<file path="src/rtl/simon_pkg.sv">
// Shared types and constants for the Simon game sequencer.
package simon_pkg;

  typedef enum logic [2:0] {
    IDLE     = 3'd0,
    ADD      = 3'd1,
    SHOW_ON  = 3'd2,
    SHOW_OFF = 3'd3,
    WAIT_IN  = 3'd4,
    LOSE     = 3'd5,
    WIN      = 3'd6
  } simonState_t;

  typedef logic [1:0] colour_t;

  localparam logic [15:0] LFSR_SEED = 16'hACE1;

  // Feedback bit of the 16-bit Fibonacci LFSR with taps 16,14,13,11.
  function automatic logic lfsrFeedback(input logic [15:0] s);
    return s[15] ^ s[13] ^ s[12] ^ s[10];
  endfunction

endpackage

</file>
<file path="src/rtl/simon_lfsr.sv">
// Free-running 16-bit Fibonacci LFSR that supplies the random colours.
module simon_lfsr
  import simon_pkg::*;
(
  input  logic        clk,
  input  logic        reset,
  output logic [15:0] state
);

  logic [15:0] stateNext;

  // Shift in the feedback bit; a corrupted all-zero state is steered back to the seed.
  always_comb begin
    if (state == 16'h0000) begin
      stateNext = LFSR_SEED;
    end else begin
      stateNext = {state[14:0], lfsrFeedback(state)};
    end
  end

  // State register, advancing every cycle.
  always_ff @(posedge clk or posedge reset) begin
    if (reset) begin
      state <= LFSR_SEED;
    end else begin
      state <= stateNext;
    end
  end

endmodule

</file>
<file path="src/rtl/simon_sequencer.sv">
// Simon game sequencer: grows a random colour sequence, plays it back on
// tick strobes and checks the player's presses against it.
module simon_sequencer
  import simon_pkg::*;
#(
  parameter int MAX_LEN       = 32,
  parameter int ON_TICKS      = 30,
  parameter int OFF_TICKS     = 15,
  parameter int TIMEOUT_TICKS = 180
)(
  input  logic       clk,
  input  logic       reset,
  input  logic       tick,
  input  logic       start,
  input  logic       btn_valid,
  input  logic [1:0] btn_num,
  output logic       show_valid,
  output logic [1:0] show_num,
  output logic       player_turn,
  output logic [5:0] level,
  output logic       game_over,
  output logic       win
);

  localparam int IDX_W = (MAX_LEN > 1) ? $clog2(MAX_LEN) : 1;
  localparam int CNT_W = $clog2(ON_TICKS + OFF_TICKS + TIMEOUT_TICKS + 1);
  localparam logic [CNT_W-1:0] ON_LAST      = CNT_W'(ON_TICKS - 1);
  localparam logic [CNT_W-1:0] OFF_LAST     = CNT_W'(OFF_TICKS - 1);
  localparam logic [CNT_W-1:0] TIMEOUT_LAST = CNT_W'(TIMEOUT_TICKS - 1);
  localparam logic [CNT_W-1:0] CNT_ZERO     = {CNT_W{1'b0}};
  localparam logic [CNT_W-1:0] CNT_ONE      = CNT_W'(1);
  localparam logic [5:0]       LEN_MAX      = 6'(MAX_LEN);

  simonState_t      stateR, stateNext;
  logic [5:0]       lengthR, lengthNext;
  logic [5:0]       idxR, idxNext;
  logic [5:0]       lastIdx;
  logic [CNT_W-1:0] tickCntR, tickCntNext;
  logic             memWe;
  colour_t          mem [MAX_LEN];
  colour_t          curColour;
  logic [15:0]      lfsrState;
  logic             unusedLfsr;

  simon_lfsr uLfsr (
    .clk   (clk),
    .reset (reset),
    .state (lfsrState)
  );

  assign unusedLfsr = ^lfsrState[15:2];
  assign curColour  = mem[idxR[IDX_W-1:0]];
  assign lastIdx    = lengthR - 6'd1;

  // Outputs are decoded from registered state only.
  assign show_valid  = (stateR == SHOW_ON);
  assign show_num    = show_valid ? curColour : 2'd0;
  assign player_turn = (stateR == WAIT_IN);
  assign level       = lengthR;
  assign game_over   = (stateR == LOSE);
  assign win         = (stateR == WIN);

  // Next-state and datapath update; the tick counter is cleared on every state change.
  always_comb begin
    stateNext   = stateR;
    lengthNext  = lengthR;
    idxNext     = idxR;
    tickCntNext = tickCntR;
    memWe       = 1'b0;
    case (stateR)
      IDLE, LOSE, WIN: begin
        if (start) begin
          stateNext   = ADD;
          lengthNext  = 6'd0;
          tickCntNext = CNT_ZERO;
        end else begin
          stateNext = stateR;
        end
      end
      ADD: begin
        memWe       = 1'b1;
        lengthNext  = lengthR + 6'd1;
        idxNext     = 6'd0;
        tickCntNext = CNT_ZERO;
        stateNext   = SHOW_ON;
      end
      SHOW_ON: begin
        if (tick) begin
          if (tickCntR == ON_LAST) begin
            stateNext   = SHOW_OFF;
            tickCntNext = CNT_ZERO;
          end else begin
            tickCntNext = tickCntR + CNT_ONE;
          end
        end else begin
          tickCntNext = tickCntR;
        end
      end
      SHOW_OFF: begin
        if (tick) begin
          if (tickCntR == OFF_LAST) begin
            tickCntNext = CNT_ZERO;
            if (idxR == lastIdx) begin
              stateNext = WAIT_IN;
              idxNext   = 6'd0;
            end else begin
              stateNext = SHOW_ON;
              idxNext   = idxR + 6'd1;
            end
          end else begin
            tickCntNext = tickCntR + CNT_ONE;
          end
        end else begin
          tickCntNext = tickCntR;
        end
      end
      WAIT_IN: begin
        // A press in the same cycle as the expiring tick wins over the timeout.
        if (btn_valid) begin
          tickCntNext = CNT_ZERO;
          if (btn_num != curColour) begin
            stateNext = LOSE;
          end else if (idxR == lastIdx) begin
            stateNext = (lengthR == LEN_MAX) ? WIN : ADD;
          end else begin
            idxNext = idxR + 6'd1;
          end
        end else if (tick) begin
          if (tickCntR == TIMEOUT_LAST) begin
            stateNext   = LOSE;
            tickCntNext = CNT_ZERO;
          end else begin
            tickCntNext = tickCntR + CNT_ONE;
          end
        end else begin
          tickCntNext = tickCntR;
        end
      end
      default: begin
        stateNext   = IDLE;
        lengthNext  = 6'd0;
        idxNext     = 6'd0;
        tickCntNext = CNT_ZERO;
      end
    endcase
  end

  // Control registers.
  always_ff @(posedge clk or posedge reset) begin
    if (reset) begin
      stateR   <= IDLE;
      lengthR  <= 6'd0;
      idxR     <= 6'd0;
      tickCntR <= CNT_ZERO;
    end else begin
      stateR   <= stateNext;
      lengthR  <= lengthNext;
      idxR     <= idxNext;
      tickCntR <= tickCntNext;
    end
  end

  // Sequence memory; never read beyond the current length, so it needs no reset.
  always_ff @(posedge clk) begin
    if (memWe) begin
      mem[lengthR[IDX_W-1:0]] <= lfsrState[1:0];
    end
  end

endmodule

</file>
<file path="config.mk">
export PLATFORM = sky130hd
export DESIGN_NAME = simon_sequencer
export DESIGN_NICKNAME = d
export VERILOG_FILES = /design/src/rtl/simon_pkg.sv /design/src/rtl/simon_lfsr.sv /design/src/rtl/simon_sequencer.sv
export SDC_FILE = /design/constraint.sdc
export NUM_CORES = 1
export LEC_CHECK = 0
export CORE_MARGIN = 2
export CORE_UTILIZATION = 60
export DETAILED_ROUTE_END_ITERATION = 12
export PLACE_DENSITY = 0.79
export SLEW_MARGIN = 10
export SYNTH_ARGS = -nofsm -noshare
export SYNTH_HDL_FRONTEND = slang
export SYNTH_SLANG_ARGS = --single-unit
</file>
<file path="constraint.sdc">
create_clock -name clk -period 4.3 [get_ports clk]
set_clock_uncertainty 0.15 [all_clocks]
set_input_delay 0.86 -clock clk [delete_from_list [all_inputs] [get_ports clk]]
set_output_delay 0.86 -clock clk [all_outputs]
set_load 0.03 [all_outputs]
</file>
==> qor.yml, run 1 <==
clocking:
  cts.path.max_buffers: 2
  cts_setup_buffers: 0
  tritoncts: "done"
  clock_latency_ns: 0.37
  clk_pin_slew_ns: 0.11
  cts_max_level: 3
  cts.sinks: 103
  ctsResizeCount: 0
  cts_root_buffer: "clkbuf_8"
  cts_made_buffers: 9
  hold_buffers: 0
global_routing:
  antenna_found_initial: 0
  gr-usage-all-layers_pct: 24.07
  grt_pass1_wl_microns: 16410
  grt_overflow: 0
  grt_max_degree: 35
  grt_pass1_vias: 3212
critical_path:
  rr_worst_depth: 8
  end_kind: "output port"
  worstPathArrival_ns: 2.97
  slowest_delay_ns: 0.76
  cp.required_ns: 3.29
  startpoint: "idxR[0]$_DFFE_PP0P_"
  ff2ff_setup_slack_ns: 1.25
  timing.rr.start: "idxR[0]$_DFFE_PP0P_"
  critical_path_class: "reg -> out"
  cp_max_fo: 13
  crit_path_start_kind: "flop"
  crit_slowest_cell: "dfrtp_1"
  path_cells: "buf_4 > mux2i_1 > a221oi_1 > o31a_1 > and3_1 > clkdlybuf4s50_1"
  r2r_end: "idxR[5]$_DFFE_PP0P_"
  endpoint: "show_num[0]"
finish:
  num_antenna_cells: 0
  nets: 427
  area.growth.synth_to_final_pct: 8.031
  fill_cells: 603
  layout.cells.non_filler: 522
  multiInputGateArea_sq_um: 1934
  design_area_sq_um: 5436
  regArea_sq_um: 2908
  drive_gt1_share_pct: 13.91
floorplan:
  dieArea_sq_um: 9136
  start_util_pct: 61.55
  die_x_microns: 95.58
  io-pin-count: 19
  dieHeight_microns: 95.58
  core_sq_um: 8175
  row_count: 33
logic_synthesis:
  synth_flop_cell: "edfxtp_1"
  synth.area.top_cells: "edfxtp_1 38%, dfrtp_1 15%, dfstp_2 4.2%"
  yosysTopAreaCell: "edfxtp_1"
  syn_nets: 423
  synth_warnings: 0
  synth_edf_count: 64
  netlist_top_cells_count: "64 x edfxtp_1, 50 x nor2_1, 31 x dfrtp_1"
  synth_top_area_share_pct: 38.19
  ys_ff_latch: 103
  syn_inst: 408
  synth.distinct_cells: 63
  synth.most_common_cell: "edfxtp_1"
  avgSynthCellArea_sq_um: 12.33
  syn-cell-area_sq_um: 5032
  synthArstFlopShare_pct: 37.86
  yosysSeqAreaShare_pct: 57.78
timing:
  hold_slack_ns: 0.2364
  relSlewSlack_pct: 34.09
  worstMarginPinSlew_ns: 0.9886
  finalMaxSlewViolations: 0
  hold_viol_final: 0
  setup_viol: 0
  period_share_pct: 92.62
  timing.fmax_mhz: 251.1
  setup-tns-final_ns: 0
  rsz0062_at_grt: "false"
  period_needed_ns: 3.983
run:
  maxCapViolCount: 0
place:
  placedInstanceArea_sq_um: 5225
  dpl.cell_count: 506
  port-buffer-count: 18
  place_hpwl_microns: 6872
  routabilityCongestion: 0.8606
power_and_ir_drop:
  power_mw: 2.708
  power.ir.vdd_worst_v: 0.0002133
  leakagePower_nw: 1.874
  powerDensity_nw_per_um2: 498.2
drt:
  first_pass_iters: 5
  drc: 0
  routedWlPerCell_microns: 19.27
  route.antenna.remaining_nets: 0
  routed_wl_microns: 10060
  viasPerCell: 6.151
  drtIter0Drc: 284
  vias: 3211
min_path:
  min_path_type: "reg -> reg"
run_status:
  status: "finished, final reports clean"
registers in the layout, summed over array words and instances (netlist names):
name,cells
mem,64
level,6
uLfsr.state,16
stateR,3
tickCntR,8
idxR,6
cell families (layout without fill, tap and decap cells):
kind of cell / Yosys count / count (layout) / synth area share [%]
AND/OR/NAND/NOR: 150 / 150 / 15.37
XOR/XNOR: 17 / 17 / 2.959
adder cells (fa/ha/maj): 8 / 8 / 1.989
multiplexers: 29 / 29 / 8.727
AO/OA/AOI/OAI: 60 / 60 / 9.398
flip-flops: 103 / 103 / 57.78
buffers and inverters: 41 / 50 / 3.779
placed cells by master, fill, tap and decap left out, drive strengths merged, types with 9 or more instances in the layout:
cell and n:
nor2 50, dfrtp 31, clkdlybuf4s50 18, mux2i 18, o21ai 17, nand2b 14, inv 17, xor2 9
nand3 12, mux4 11, clkbuf 10, nand2 26, edfxtp 64
report_power, final:
group | leakage (nW) | switching, mW | internal [mW]
Combinational | 0.756 | 0.473 | 0.373
Clock | 0.108 | 0.363 | 0.262
Sequential | 1.01 | 0.144 | 1.09
Total | 1.87 | 0.979 | 1.73
per-layer routing:
metal,GRT usage (%),share of wire (%),up-vias
li1,-,-,1496
met1,33.93,45,1606
met2,37.59,48,92
met3,4.585,4.9,17
met4,8.810,1.7,0
met5,0,0,-
cell type report:
| type | instances | area share, % |
|---|---|---|
| clock buffer | 10 | 2.739 |
| clock inverter | 6 | 1.151 |
| inverter | 13 | 0.8976 |
| multi-input combinational | 264 | 35.58 |
| sequential | 103 | 53.49 |
| tap | 105 | 2.417 |
| timing repair buffer | 21 | 3.728 |
how the worst min path moves through the flow:
stage	startpoint	to	slack (ns)	cells past startpoint
global route	uLfsr.state[8]$_DFF_PP0_	uLfsr.state[9]$_DFF_PP0_	0.26	0
global placement	uLfsr.state[8]$_DFF_PP0_	uLfsr.state[9]$_DFF_PP0_	0.21	0
floorplan	uLfsr.state[2]$_DFF_PP0_	uLfsr.state[3]$_DFF_PP0_	0.28	1
detailed placement	uLfsr.state[2]$_DFF_PP0_	uLfsr.state[3]$_DFF_PP0_	0.22	0
finish	uLfsr.state[8]$_DFF_PP0_	uLfsr.state[9]$_DFF_PP0_	0.24	0
CTS	uLfsr.state[8]$_DFF_PP0_	uLfsr.state[9]$_DFF_PP0_	0.24	0
through the flow:
stage               util (%)  setup WS (ns)
CTS                    66.50         0.2944
finish                 66.50         0.3174
global placement       63.91         0.8016
floorplan                  -          1.544
global route           66.50         0.1329
detailed placement     63.91         0.7032
critical path, delay by kind of cell, from the launching register on:
| family | cells | cell delay [ns] |
|---|---|---|
| simple gates | 1 | 0.16 |
| buf+inv | 2 | 1.02 |
| flops | 1 | 0.76 |
| compound gates | 2 | 0.57 |
| mux | 1 | 0.11 |
No activity file was read; power rests on OpenSTA's default activity.
==> run 2, diff against run 1 <==
- CTS_CLUSTER_SIZE: unset -> 20
==> results of run 2 <==
No change in the layout: final DEF, timing and power equal those of run 1.
==> run 3, diff against run 2 <==
- ABC_AREA: unset -> 1
- CORE_ASPECT_RATIO: unset -> 1.5
- PLACE_DENSITY: 0.79 -> 0.78
==> run 3 against run 2 <==
  * Final area rose by 5.9%
  * Global-route usage up 1.7 points
  * Combinational power up 26%
  * Clock-buffer cell count up 1
  * Routed wire length grew 11%
  * Worst hold slack got worse by 0.0023 ns
  * Synthesized cell count is 46% higher
  * Highest routed layer unchanged
==> qor.yml, run 3 <==
timing:
  setup_viol: 0  # unchanged
  hold_viol_final: 0  # unchanged
  rsz0062_at_grt: "false"
  worstMarginPinSlew_ns: 1.030  # +0.04147 ns
  period_share_pct: 89.92  # -2.7 points
  period_needed_ns: 3.867  # -0.1161 ns
  relSlewSlack_pct: 31.33  # -2.8 points
  timing.fmax_mhz: 258.6  # +3.0%
  setup-tns-final_ns: 0  # unchanged
  finalMaxSlewViolations: 0  # unchanged
min_path:
  hold_end: "uLfsr.state[9]$_DFF_PP0_"
  hold_depth: 0  # unchanged
  min_path_type: "reg -> reg"
  hp-start: "uLfsr.state[8]$_DFF_PP0_"
finish:
  utilization_pct: 68.03  # +1.5 points
  nets: 619  # +45%
  final_cell_mix: "162 x nand2_1, 72 x inv_1, 72 x nor2_1"
  fill_cells: 680  # +13%
  num_antenna_cells: 0  # unchanged
  drive_gt1_share_pct: 8.867  # -5.0 points
  final_common_cell: "nand2_1"
  area.growth.synth_to_final_pct: 9.285
  largest_reg_flops: 64  # unchanged
power_and_ir_drop:
  leakagePower_nw: 2.495  # +33%
  power.ir.vdd_worst_v: 0.0003289  # +54%
  powerDensity_nw_per_um2: 535.1  # +7.4%
clocking:
  clk_pin_slew_ns: 0.07  # -0.04 ns
  cts_setup_buffers: 0  # unchanged
  ctsResizeCount: 0  # unchanged
  cts_max_level: 3  # unchanged
  clock_latency_ns: 0.35  # -0.02 ns
  cts_made_buffers: 9  # unchanged
  hold_buffers: 0  # unchanged
  cts_root_buffer: "clkbuf_16"
  cts.sinks: 103  # unchanged
  cts.path.max_buffers: 2  # unchanged
  tritoncts: "done"
logic_synthesis:
  syn_inst: 595  # +46%
  synth_edf_count: 64  # unchanged
  synth_warnings: 0  # unchanged
  yosysTopAreaCell: "edfxtp_1"
  ys_ff_latch: 103  # unchanged
  syn-cell-area_sq_um: 5269  # +4.7%
  yosysSeqAreaShare_pct: 55.19  # -2.6 points
  synth.area.top_cells: "edfxtp_1 36%, dfrtp_1 15%, nand2_1 12%"
  synth.most_common_cell: "nand2_1"
  synthArstFlopShare_pct: 37.86  # unchanged
  synth.distinct_cells: 38  # -40%
  synth_top_area_share_pct: 36.48  # -1.7 points
  netlist_top_cells_count: "162 x nand2_1, 72 x inv_1, 72 x nor2_1"
  syn_nets: 610  # +44%
  synth_flop_cell: "edfxtp_1"
  avgSynthCellArea_sq_um: 8.855  # -28%
critical_path:
  critical_path_class: "reg -> out"
  cp_max_fo: 25  # +12
  end_kind: "output port"
  startpoint: "idxR[0]$_DFFE_PP0P_"
  ff2ff_setup_slack_ns: 1.63  # +0.38 ns
  crit_path_start_kind: "flop"
  r2r_end: "idxR[0]$_DFFE_PP0P_"
  crit_slowest_cell: "dfrtp_1"
  worstPathArrival_ns: 2.86  # -0.11 ns
  slowest_delay_ns: 0.70  # -0.06 ns
  timing.rr.start: "idxR[0]$_DFFE_PP0P_"
  path_cells: "buf_4 > nor2_1 > nor2_1 > o21ai_1 > nand3_1 > nand3_1 > nand2_2 > nand2_2 > nor2_1 > clkdlybuf4s50_1"
  crit_top_cell: "nor2_1"
  worst-path-buf-inv: 2  # unchanged
  cp.required_ns: 3.29  # about the same
  rr_worst_depth: 16  # +8
  crit_family: "buffers and inverters"
floorplan:
  dieHeight_microns: 118.8  # +24%
  io-pin-count: 19  # unchanged
  row_count: 41  # +24%
  die_x_microns: 80.51  # -16%
  core_sq_um: 8464  # +3.5%
  start_util_pct: 62.25  # +0.69 points
  dieArea_sq_um: 9562  # +4.7%
place:
  place_hpwl_microns: 7844  # +14%
  port-buffer-count: 18  # unchanged
  routabilityCongestion: 0.9046  # +5.1%
drt:
  drc: 0  # unchanged
  drtIter0Drc: 356  # +25%
  route.antenna.remaining_nets: 0  # unchanged
  routed_wl_microns: 11160  # +11%
  routedWlPerCell_microns: 15.59  # -19%
  viasPerCell: 5.557  # -9.7%
  first_pass_iters: 5  # unchanged
  vias: 3979  # +24%
global_routing:
  grt_pass1_wl_microns: 18530  # +13%
  gr-usage-all-layers_pct: 25.81  # +1.7 points
  grt_overflow: 0  # unchanged
  grt_pass1_vias: 3964  # +23%
  antenna_found_initial: 0  # unchanged
  grt_max_degree: 40  # +14%
run_status:
  status: "finished, final reports clean"
run:
  maxCapViolCount: 0  # unchanged
## run 3: changes by cell type after synthesis, sizes merged, moves of 5 or more
cell | previous run | this run
or3b | 6 | 0
mux2i | 18 | 0
clkbuf | 18 | 9
nor2 | 50 | 76
and3 | 8 | 0
nand2 | 26 | 173
mux4 | 11 | 0
nand4 | 5 | 10
nor2b | 5 | 0
inv | 13 | 80
nand2b | 14 | 0
nand3 | 12 | 53
## run 3: worst max path at each step
stage | endpoint | cells past startpoint | slack, ns
after global routing | show_num[0] | 10 | 0.23
after floorplan | show_num[0] | 11 | 1.74
final | show_num[0] | 10 | 0.43
after CTS | show_num[0] | 10 | 0.43
after detailed placement | show_num[0] | 10 | 0.81
after global placement | show_num[0] | 10 | 0.89
## run 3: power breakdown
part / switching (mW) / total [mW] / internal (mW)
combinational: 0.732 / 1.07 / 0.341
sequential: 0.0942 / 1.19 / 1.10
clock: 0.360 / 0.818 / 0.459
## run 3: metal layers
metal / GRT usage (%) / wire (microns)
met5: 0 / 0
met4: 14.19 / 383
met3: 4.351 / 563
met2: 44.79 / 5973
met1: 29.46 / 4240
## run 3: final cells by class
type                       instances  area, sq um  area share, %
multi-input combinational        389         1907          33.12
clock inverter                     5        66.31          1.152
inverter                          80        307.8          5.346
timing repair buffer              21        202.7          3.520
tap                              107        133.9          2.325
clock buffer                      11        232.7          4.042
sequential                       103         2908          50.50
## run 3: cell families after synthesis
group,synth area share (%)
AO/OA/AOI/OAI,4.132
XOR/XNOR,2.161
adder cells (fa/ha/maj),1.900
buffers and inverters,8.620
flip-flops,55.19
AND/OR/NAND/NOR,28.00
## run 3: per-stage QoR
step / total power, mW / instance area (sq um) / hold WS, ns / setup WS [ns] / cells
finish: 3.081 / 5758 / 0.2341 / 0.4335 / 716
global route: 3.261 / 5758 / 0.2480 / 0.2319 / 716
CTS: 3.091 / 5758 / 0.2391 / 0.4303 / 716
detailed placement: 2.275 / 5459 / 0.2161 / 0.8117 / 700
global placement: 2.237 / 5459 / 0.2146 / 0.8861 / 700
floorplan: 2.047 / 5269 / 0.2794 / 1.740 / 595
## run 3: worst register-to-register path, stage by stage, from the launching register on
cell and delay (ns):
dfrtp_1 0.70, buf_4 0.40, nand2_1 0.09, nand3_1 0.08, nand2_1 0.09, nand2_1 0.07
nand2_1 0.04, nor2_1 0.16, nand2_2 0.10, nand3_1 0.08, nand2_1 0.08, nor2_4 0.12
nand2_2 0.07, nand2_4 0.10, nand2_4 0.08, nand2_1 0.08, nand2_1 0.07
